<file path="config.mk">
export PLATFORM = sky130hd
export DESIGN_NAME = reg_addr_sequencer
export DESIGN_NICKNAME = d
export VERILOG_FILES = /design/src/rtl/reg_addr_sequencer.sv
export SDC_FILE = /design/constraint.sdc
export NUM_CORES = 1
export LEC_CHECK = 0
export ABC_AREA = 1
export BUFFER_PORTS_ARGS = -buffer_cell sky130_fd_sc_hd__buf_2
export CAP_MARGIN = 40
export CORE_MARGIN = 3
export CORE_UTILIZATION = 50
export DETAILED_ROUTE_END_ITERATION = 10
export PLACE_DENSITY_LB_ADDON = 0.08
export SLEW_MARGIN = 25
export SYNTH_ARGS = -nofsm -noshare
export SYNTH_HDL_FRONTEND = slang
export SYNTH_SLANG_ARGS = --single-unit
</file>
<file path="constraint.sdc">
create_clock -name clk -period 2.1 [get_ports clk]
set_input_delay 0.21 -clock clk [delete_from_list [all_inputs] [get_ports clk]]
set_output_delay 0.21 -clock clk [all_outputs]
set_load 0.05 [all_outputs]
</file>
<file path="src/rtl/reg_addr_sequencer.sv">
// reg_addr_sequencer
// Registered source for register-file read address 2 (RA2).
//   Single mode : RA2 follows RegSrc ? Rd : zero-extended Rm, one cycle late.
//   Block mode  : walks a captured LDM/STM register list, one address per cycle,
//                 lowest-first (Ascend=1) or highest-first (Ascend=0).
// Optional feature macro: ADDR_SEQ_WB_EN adds WbOffset = 4 * popcount(RegList),
// captured when a Start is accepted.
//
// Ports:
//   clk, rst_n        clock (rising edge), async active-low reset
//   Rm, Rd, RegSrc    single-mode address sources and select
//   Start, RegList,   block-transfer request, list bitmask, direction;
//   Ascend            all sampled only when idle and not stalled
//   Stall             freezes every register
//   RA2               registered read address
//   Busy              block transfer in progress
//   Done              last list address on RA2, or empty-list completion
//   Count             zero-based transfer index
//   WbOffset          writeback byte offset (ADDR_SEQ_WB_EN only)
//
// state | meaning
// IDLE  | single-mode addressing, waiting for Start
// SEQ   | issuing list addresses; leaves once the remaining list is empty
module reg_addr_sequencer #(
  parameter int ADDR_W = 5,
  parameter int RM_W   = 4,
  parameter int LIST_W = 16,
  parameter int CNT_W  = $clog2(LIST_W + 1)
) (
  input  logic              clk,
  input  logic              rst_n,
  input  logic [RM_W-1:0]   Rm,
  input  logic [ADDR_W-1:0] Rd,
  input  logic              RegSrc,
  input  logic              Start,
  input  logic [LIST_W-1:0] RegList,
  input  logic              Ascend,
  input  logic              Stall,
  output logic [ADDR_W-1:0] RA2,
  output logic              Busy,
  output logic              Done,
  output logic [CNT_W-1:0]  Count
`ifdef ADDR_SEQ_WB_EN
  ,
  output logic [CNT_W+1:0]  WbOffset
`endif
);

  typedef enum logic {IDLE = 1'b0, SEQ = 1'b1} state_t;

  state_t             state_q, state_d;
  logic [LIST_W-1:0]  list_q, list_d;
  logic               asc_q, asc_d;
  logic [ADDR_W-1:0]  ra2_q, ra2_d;
  logic               busy_q, busy_d;
  logic               done_q, done_d;
  logic [CNT_W-1:0]   count_q, count_d;

  logic [ADDR_W-1:0]  single_addr;
  logic [ADDR_W-1:0]  start_addr;
  logic [ADDR_W-1:0]  seq_addr;
  logic [LIST_W-1:0]  start_rest;
  logic [LIST_W-1:0]  seq_rest;

  // Priority encoder: last assignment wins, so the scan order picks the winner.
  function automatic logic [ADDR_W-1:0] pick_addr(input logic [LIST_W-1:0] lst,
                                                  input logic              asc);
    pick_addr = '0;
    for (int i = 0; i < LIST_W; i++) begin
      if (asc) begin
        if (lst[LIST_W-1-i]) pick_addr = ADDR_W'(LIST_W - 1 - i);
      end else begin
        if (lst[i]) pick_addr = ADDR_W'(i);
      end
    end
  endfunction

  assign single_addr = RegSrc ? Rd : ADDR_W'(Rm);
  assign start_addr  = pick_addr(RegList, Ascend);
  assign start_rest  = RegList & ~(LIST_W'(1) << start_addr);
  assign seq_addr    = pick_addr(list_q, asc_q);
  assign seq_rest    = list_q & ~(LIST_W'(1) << seq_addr);

`ifdef ADDR_SEQ_WB_EN
  logic [CNT_W+1:0] wb_q, wb_d;

  function automatic logic [CNT_W-1:0] popcount(input logic [LIST_W-1:0] lst);
    popcount = '0;
    for (int i = 0; i < LIST_W; i++) begin
      popcount = popcount + CNT_W'(lst[i]);
    end
  endfunction

  always_comb begin
    wb_d = wb_q;
    if (!Stall && state_q == IDLE && Start) begin
      // Empty list yields popcount 0, so the same expression covers it.
      wb_d = {popcount(RegList), 2'b00};
    end
  end

  always_ff @(posedge clk or negedge rst_n) begin
    if (!rst_n) wb_q <= '0;
    else        wb_q <= wb_d;
  end

  assign WbOffset = wb_q;
`endif

  always_comb begin
    state_d = state_q;
    list_d  = list_q;
    asc_d   = asc_q;
    ra2_d   = ra2_q;
    busy_d  = busy_q;
    done_d  = done_q;
    count_d = count_q;
    if (!Stall) begin
      unique case (state_q)
        IDLE: begin
          if (Start && (RegList != '0)) begin
            asc_d   = Ascend;
            list_d  = start_rest;
            ra2_d   = start_addr;
            count_d = '0;
            busy_d  = 1'b1;
            done_d  = (start_rest == '0);
            state_d = SEQ;
          end else begin
            // Start with an empty list completes at once without leaving IDLE.
            ra2_d   = single_addr;
            busy_d  = 1'b0;
            done_d  = Start;
            count_d = '0;
          end
        end
        SEQ: begin
          if (list_q != '0) begin
            list_d  = seq_rest;
            ra2_d   = seq_addr;
            count_d = count_q + CNT_W'(1);
            done_d  = (seq_rest == '0);
          end else begin
            state_d = IDLE;
            busy_d  = 1'b0;
            done_d  = 1'b0;
            ra2_d   = single_addr;
            count_d = '0;
          end
        end
        default: state_d = IDLE;
      endcase
    end
  end

  always_ff @(posedge clk or negedge rst_n) begin
    if (!rst_n) begin
      state_q <= IDLE;
      list_q  <= '0;
      asc_q   <= 1'b0;
      ra2_q   <= '0;
      busy_q  <= 1'b0;
      done_q  <= 1'b0;
      count_q <= '0;
    end else begin
      state_q <= state_d;
      list_q  <= list_d;
      asc_q   <= asc_d;
      ra2_q   <= ra2_d;
      busy_q  <= busy_d;
      done_q  <= done_d;
      count_q <= count_d;
    end
  end

  assign RA2   = ra2_q;
  assign Busy  = busy_q;
  assign Done  = done_q;
  assign Count = count_q;

endmodule

</file>
== After elaboration in Yosys (flattened, before gate mapping) ==
Index checks and enable logic that the tools add are counted.
Word-level totals
  register bits after elaboration: 30
Operators by class
  add/sub/neg operators: 1
  eq/ne operators: 3
  shifts and indexed selects: 2
  mux-type cells: 111
  bitwise gates (word level): 6
  reductions and logical operators: 8
Operator list (number)
  5-bit 2-to-1 mux: 96
  16-bit bitwise AND: 2
  16-bit zero test: 2
  16-bit 2-to-1 mux: 2
  16-bit inverter: 2
  16-bit case mux with 2 select lines: 1
  16-bit nonzero test: 2
  1-bit by 5-bit left shift with 16-bit output (first input constant): 2
  5-bit case mux with 2 select lines: 2
  4-bit 2-to-1 mux: 2
  1-bit case mux with 2 select lines: 3
  3-bit AND reduction: 2
  5-bit by 1-bit adder with 5-bit output (second input constant): 1
  1-bit 2-to-1 mux: 5
  2-bit inequality test (second input constant): 2
  2-bit by 1-bit inequality test with 1-bit output (second input constant): 1
  1-bit inverter: 2
  2-bit AND reduction: 1
  1-bit logical AND: 1

== Depth between registers and ports, before layout ==
  depth in word-level cells: 38
  mapped depth: 25
  gate-level depth less buffers: 25

== Worst setup path after synthesis ==
No wires, ideal clock.
  path kind: reg2reg
  from: register asc_q
  to: register done_q, in the netlist Done
  library setup time: 0.072 ns
  arrival: 1.923 ns
  required time: 2.028 ns
  setup slack: 0.105 ns
  cell stages (with the launch flop): 19
  buffers on the path: 1
  period minus slack after synthesis: 1.995 ns
  cell sequence: dfrtp_1 -> buf_2 -> nor4_1 -> o21ai_1 -> nand3_1 -> nand2_1 -> nand2_1 -> nand2_1 -> nand2_1 -> nand2_1 -> nand2_1 -> nand4_1 -> o21ai_1 -> nand2_1 -> nor2_1 -> nand3_1 -> nor2_1 -> nor2_1 -> nor2_1
Between the ends
  word-level cells in the longest chain between the ends: 37
  elaborated cells between the ends (all ways): 52
  classes of those cells: 1 x shift; 48 x mux; 2 x bitwise; 1 x reduce/logical
Ends and longest elaborated chain
  start: declaration: RTL line 53  | logic asc_q, asc_d;
  start signal: assignment: RTL line 168  | asc_q <= asc_d;
  5-bit 2-to-1 mux: RTL line 70  | if (asc) begin
  5-bit 2-to-1 mux (on tied branches): RTL line 73, 71
  5-bit 2-to-1 mux: RTL line 70
  5-bit 2-to-1 mux (on tied branches): RTL line 73, 71
  5-bit 2-to-1 mux: RTL line 70
  5-bit 2-to-1 mux (on tied branches): RTL line 73, 71
  5-bit 2-to-1 mux: RTL line 70
  5-bit 2-to-1 mux (on tied branches): RTL line 73, 71
  (+21 left out)
  5-bit 2-to-1 mux (on tied branches): RTL line 73, 71
  5-bit 2-to-1 mux *: RTL line 70
  1-bit by 5-bit left shift with 16-bit output *: RTL line 82  | assign seq_rest = list_q & ~(LIST_W'(1) << seq_addr);
  16-bit inverter *: RTL line 82
  16-bit bitwise AND *: RTL line 82
  16-bit zero test *: RTL line 142  | done_d = (seq_rest == '0);
  1-bit 2-to-1 mux *: RTL line 138  | if (list_q != '0) begin
  1-bit case mux with 2 select lines *: RTL line 119  | unique case (state_q)
  end signal: assignment: RTL line 171  | done_q <= done_d;
  end: declaration: RTL line 56  | logic done_q, done_d;
Mark *: on every way between the ends. The rest lies on a longest branch, timed or not.
A chain may end at the register's enable or synchronous reset.

== Worst setup path in the final report ==
  from: register list_q[3]
  to: register done_q, in the netlist Done
Between the ends
  word-level cells in the longest chain between the ends: 32
  elaborated cells between the ends (all ways): 45
  classes of those cells: 1 x shift; 40 x mux; 2 x bitwise; 2 x reduce/logical
Ends and longest elaborated chain
  start: declaration: RTL line 52  | logic [LIST_W-1:0] list_q, list_d;
  start signal: assignment: RTL line 167  | list_q <= list_d;
  5-bit 2-to-1 mux: RTL line 73  | if (lst[i]) pick_addr = ADDR_W'(i);
  5-bit 2-to-1 mux: RTL line 70
  5-bit 2-to-1 mux (on tied branches): RTL line 73, 71
  5-bit 2-to-1 mux: RTL line 70
  5-bit 2-to-1 mux (on tied branches): RTL line 73, 71
  5-bit 2-to-1 mux: RTL line 70
  5-bit 2-to-1 mux (on tied branches): RTL line 73, 71
  5-bit 2-to-1 mux: RTL line 70
  (+16 left out)
  5-bit 2-to-1 mux (on tied branches): RTL line 73, 71
  5-bit 2-to-1 mux: RTL line 70
  1-bit by 5-bit left shift with 16-bit output: RTL line 82
  16-bit inverter: RTL line 82
  16-bit bitwise AND: RTL line 82
  16-bit zero test: RTL line 142
  1-bit 2-to-1 mux *: RTL line 138
  1-bit case mux with 2 select lines *: RTL line 119
Marks and branches as above.

==> results.md <==
* Hold Path Depth at 3
* Worst-margin pin slew at 0.7213 ns
* Crit path DAT at around 2.7 ns
* # diodes at 0
* Final hold violations at 0
* Final instance area at about 4400 µm²
* Die Wd at 82.70 µm
* I/O pin cnt at 43
* Synth async-reset ratio at 1.000
* DRC viols at 0
* Rows at 27
* Failing checks: setup timing
* Final worst slack at -0.3379 ns
* Final Power at 6.126 mW
* Syn Area/Cell at a little over 6 µm²
* Crit-path max FO at 5
* Layout cell share with drive strength beyond 1 at 0.3935
* Number of synthesized flops with an enable pin at 0
* Fillers at about 410
* Seq/Total Area, Yosys at 0.2552
* Routed vias at around 3,900
* CTS tree: built
* DP Area at between 3000 and 4000 µm²
* Worst r2r src: list_q[3]$_DFFE_PN0P_
* Post-DR vias/cell at about 5.5
* Final Util at 0.7869
* P per Cell Area at between 1000 and 1500 nW/µm²
* Routed Antenna Nets at 0
* Slew Limit Fails at 0
* Pin count of the biggest net entering global routing at 31
* First-pass GRT wire length at approximately 16 mm
* Clock tree buffer depth at 2
* Vias in the first global route at roughly 3,500
* Yosys reg bits at 30
* Die ar. at 6839 µm²
* DPL Wire Length at between 7 and 8 mm
* Syn Inst Count at between 400 and 500
* Placer Congestion at 1.012
* Distinct cells, synth at 42
* Total congestion overflow at 0
* H-tree Lvls at 2
* Initial antenna violation count at 0
* Sink Count at 30
* Final setup violation count at 18
* Min-delay src: Rd[4]
* Total GRT Usage at 0.3075
* Final worst-path cycle share at 1.161
* Core ar. at between 5000 and 6000 µm²
* Port Buffers at 42
* Hold Slack at a little under 0.2 ns
* Ys Warns at 0
* Outcome: finished, violations left
* Nature of the critical path endpoint: flop
* Cells on worst reg2reg path at 19
* RSZ-0062 raised after global routing: yes
* R2R Path End: Done$_DFFE_PN0N_
* VDD IR max at 0.9199 mV
* Worst min path class: input pin to flop
* CTS root buf: clkbuf_8
* Initial core utilization at 0.5245
* Worst-path clk slew at 0.07 ns
* Router iterations before antenna repair at 6
* Reg2reg setup slack at -0.34 ns
* Leakage at 2.385 nW
* CTS buffer count at 5
* Avg WL per Cell at about 15 µm
* Die height at a little over 80 µm
* Starting DRT DRC Count at 434
* Fmax at 410.2 MHz
* Clk_skew at around 0.012 ns
* CP Data Required Time at roughly 2.3 ns
* Net count reported at finish at between 600 and 700
* Crit path kind: flop to flop
* Total negative slack at -2.404 ns
* Later-pin clock latency in the skew report at around 0.29 ns
* MaxCap Viol Count at 0
* Syn_nets at between 500 and 600
* Post-Synthesis Cell Area at roughly 2900 µm²
* Startpoint Class: flop
* Hold EP: RA2[4]$_DFFE_PN0N_
* DRT Wirelength at around 11 mm
* Slew margin rel. at 0.5191
* Post-layout min period at 2.438 ns
* Synth Flop Type: dfrtp_1
* Area growth, synth to finish at 50.02%
per-stage QoR:
| stage | std cells | setup slack, ns |
|---|---|---|
| 4_1_cts | 710 | -0.1976 |
| 5_1_grt | 715 | -0.5500 |
| 2_1_floorplan | 485 | 0.1053 |
| 3_5_place_dp | 695 | -0.3369 |
| 3_3_place_gp | 695 | -0.3609 |
| 6_report | 715 | -0.3379 |
where the power goes:
part / leakage (nW) / switching (mW) / internal [mW]
combinational: 1.95 / 2.54 / 1.96
sequential: 0.373 / 0.216 / 0.816
clock: 0.0579 / 0.249 / 0.349
total: 2.39 / 3.00 / 3.12
metal layers:
layer	GRT usage	vias to the layer above	wire length, µm
met2	0.5008	206	5011
met4	0.08497	0	270
met1	0.4224	1787	4495
met3	0.04555	38	926
met5	0	-	0
li1	-	1899	-
synthesized netlist by cell type (4+ instances only):
cell type / n / area share
nand2_4: 4 / 0.015
o21ai_0: 31 / 0.053
clkbuf_1: 7 / 0.0089
o21ai_1: 16 / 0.027
inv_1: 56 / 0.071
nand2_1: 164 / 0.21
dfrtp_1: 30 / 0.26
a21oi_1: 25 / 0.043
nand3_1: 19 / 0.032
inv_2: 5 / 0.0064
nand2_2: 8 / 0.017
nor2_1: 48 / 0.061
nand4_1: 30 / 0.064
cells by family after synthesis:
family | after synthesis | synth area share
compound gates | 87 | 0.1693
xor+xnor | 3 | 0.008934
fa+ha+maj | 1 | 0.004253
buf+inv | 77 | 0.1136
flops | 30 | 0.2552
mux | 1 | 0.003403
simple gates | 286 | 0.4453
placed cells by master, fill, tap and decap left out, drive strengths merged, types with 2 or more instances in the layout:
master / count
nand4: 31
o211ai: 2
bufinv: 2
nor2: 52
nand3: 21
o21ai: 50
xor2: 3
clkinv: 3
dfrtp: 30
nand2: 176
inv: 62
buf: 162
nor3: 3
o22ai: 2
nor4: 2
clkbuf: 5
a21oi: 28
flip-flops by register name (all words and copies together), names as in the netlist:
| register | count |
|---|---|
| Done | 1 |
| RA2 | 5 |
| list_q | 16 |
| Count | 5 |
| state_q | 1 |
| asc_q | 1 |
| Busy | 1 |
worst max path at each step:
stage	startpoint	endpoint	slack, ns	cells after the start
floorplan	asc_q$_DFFE_PN0P_	Done$_DFFE_PN0N_	0.11	18
global placement	list_q[15]$_DFFE_PN0P_	Done$_DFFE_PN0N_	-0.36	19
detailed placement	list_q[15]$_DFFE_PN0P_	Done$_DFFE_PN0N_	-0.34	19
CTS	list_q[15]$_DFFE_PN0P_	Done$_DFFE_PN0N_	-0.20	19
global route	list_q[2]$_DFFE_PN0P_	Done$_DFFE_PN0N_	-0.55	26
finish	list_q[3]$_DFFE_PN0P_	Done$_DFFE_PN0N_	-0.34	19
critical path, cell delays in order (launching register included):
cell and delay (ns):
dfrtp_1 0.41, nor2_1 0.20, nor4_2 0.06, o21ai_1 0.14, nand3_1 0.08, nand2_1 0.09
nand2_1 0.06, nand2_1 0.06, nand2_2 0.07, a21boi_4 0.22, buf_4 0.15, buf_6 0.09
nand3_4 0.07, o21ai_2 0.16, nand2_1 0.07, nor2_1 0.11, nand2_1 0.07, nor2_1 0.11
nor2_1 0.04, nor2_1 0.09
cell type report:
cell class | instances | area (µm²) | area share
Multi-Input combinational cell | 378 | 2037 | 0.4616
Timing Repair Buffer | 163 | 1164 | 0.2637
Sequential cell | 30 | 752.0 | 0.1704
Inverter | 64 | 261.5 | 0.05926
Tap cell | 72 | 90.09 | 0.02041
Clock buffer | 5 | 68.82 | 0.01559
Clock inverter | 3 | 40.04 | 0.009073
timing repair:
item / CTS / global route
endpoints found under the hold margin: 6 / 0
pin swaps: 16 / 22
setup buffers: 9 / 11
endpoints found under the setup margin: 17 / 25
hold buffers: 1 / 0
resized for setup: 40 / 41
No activity file was read; power rests on OpenSTA's default activity.
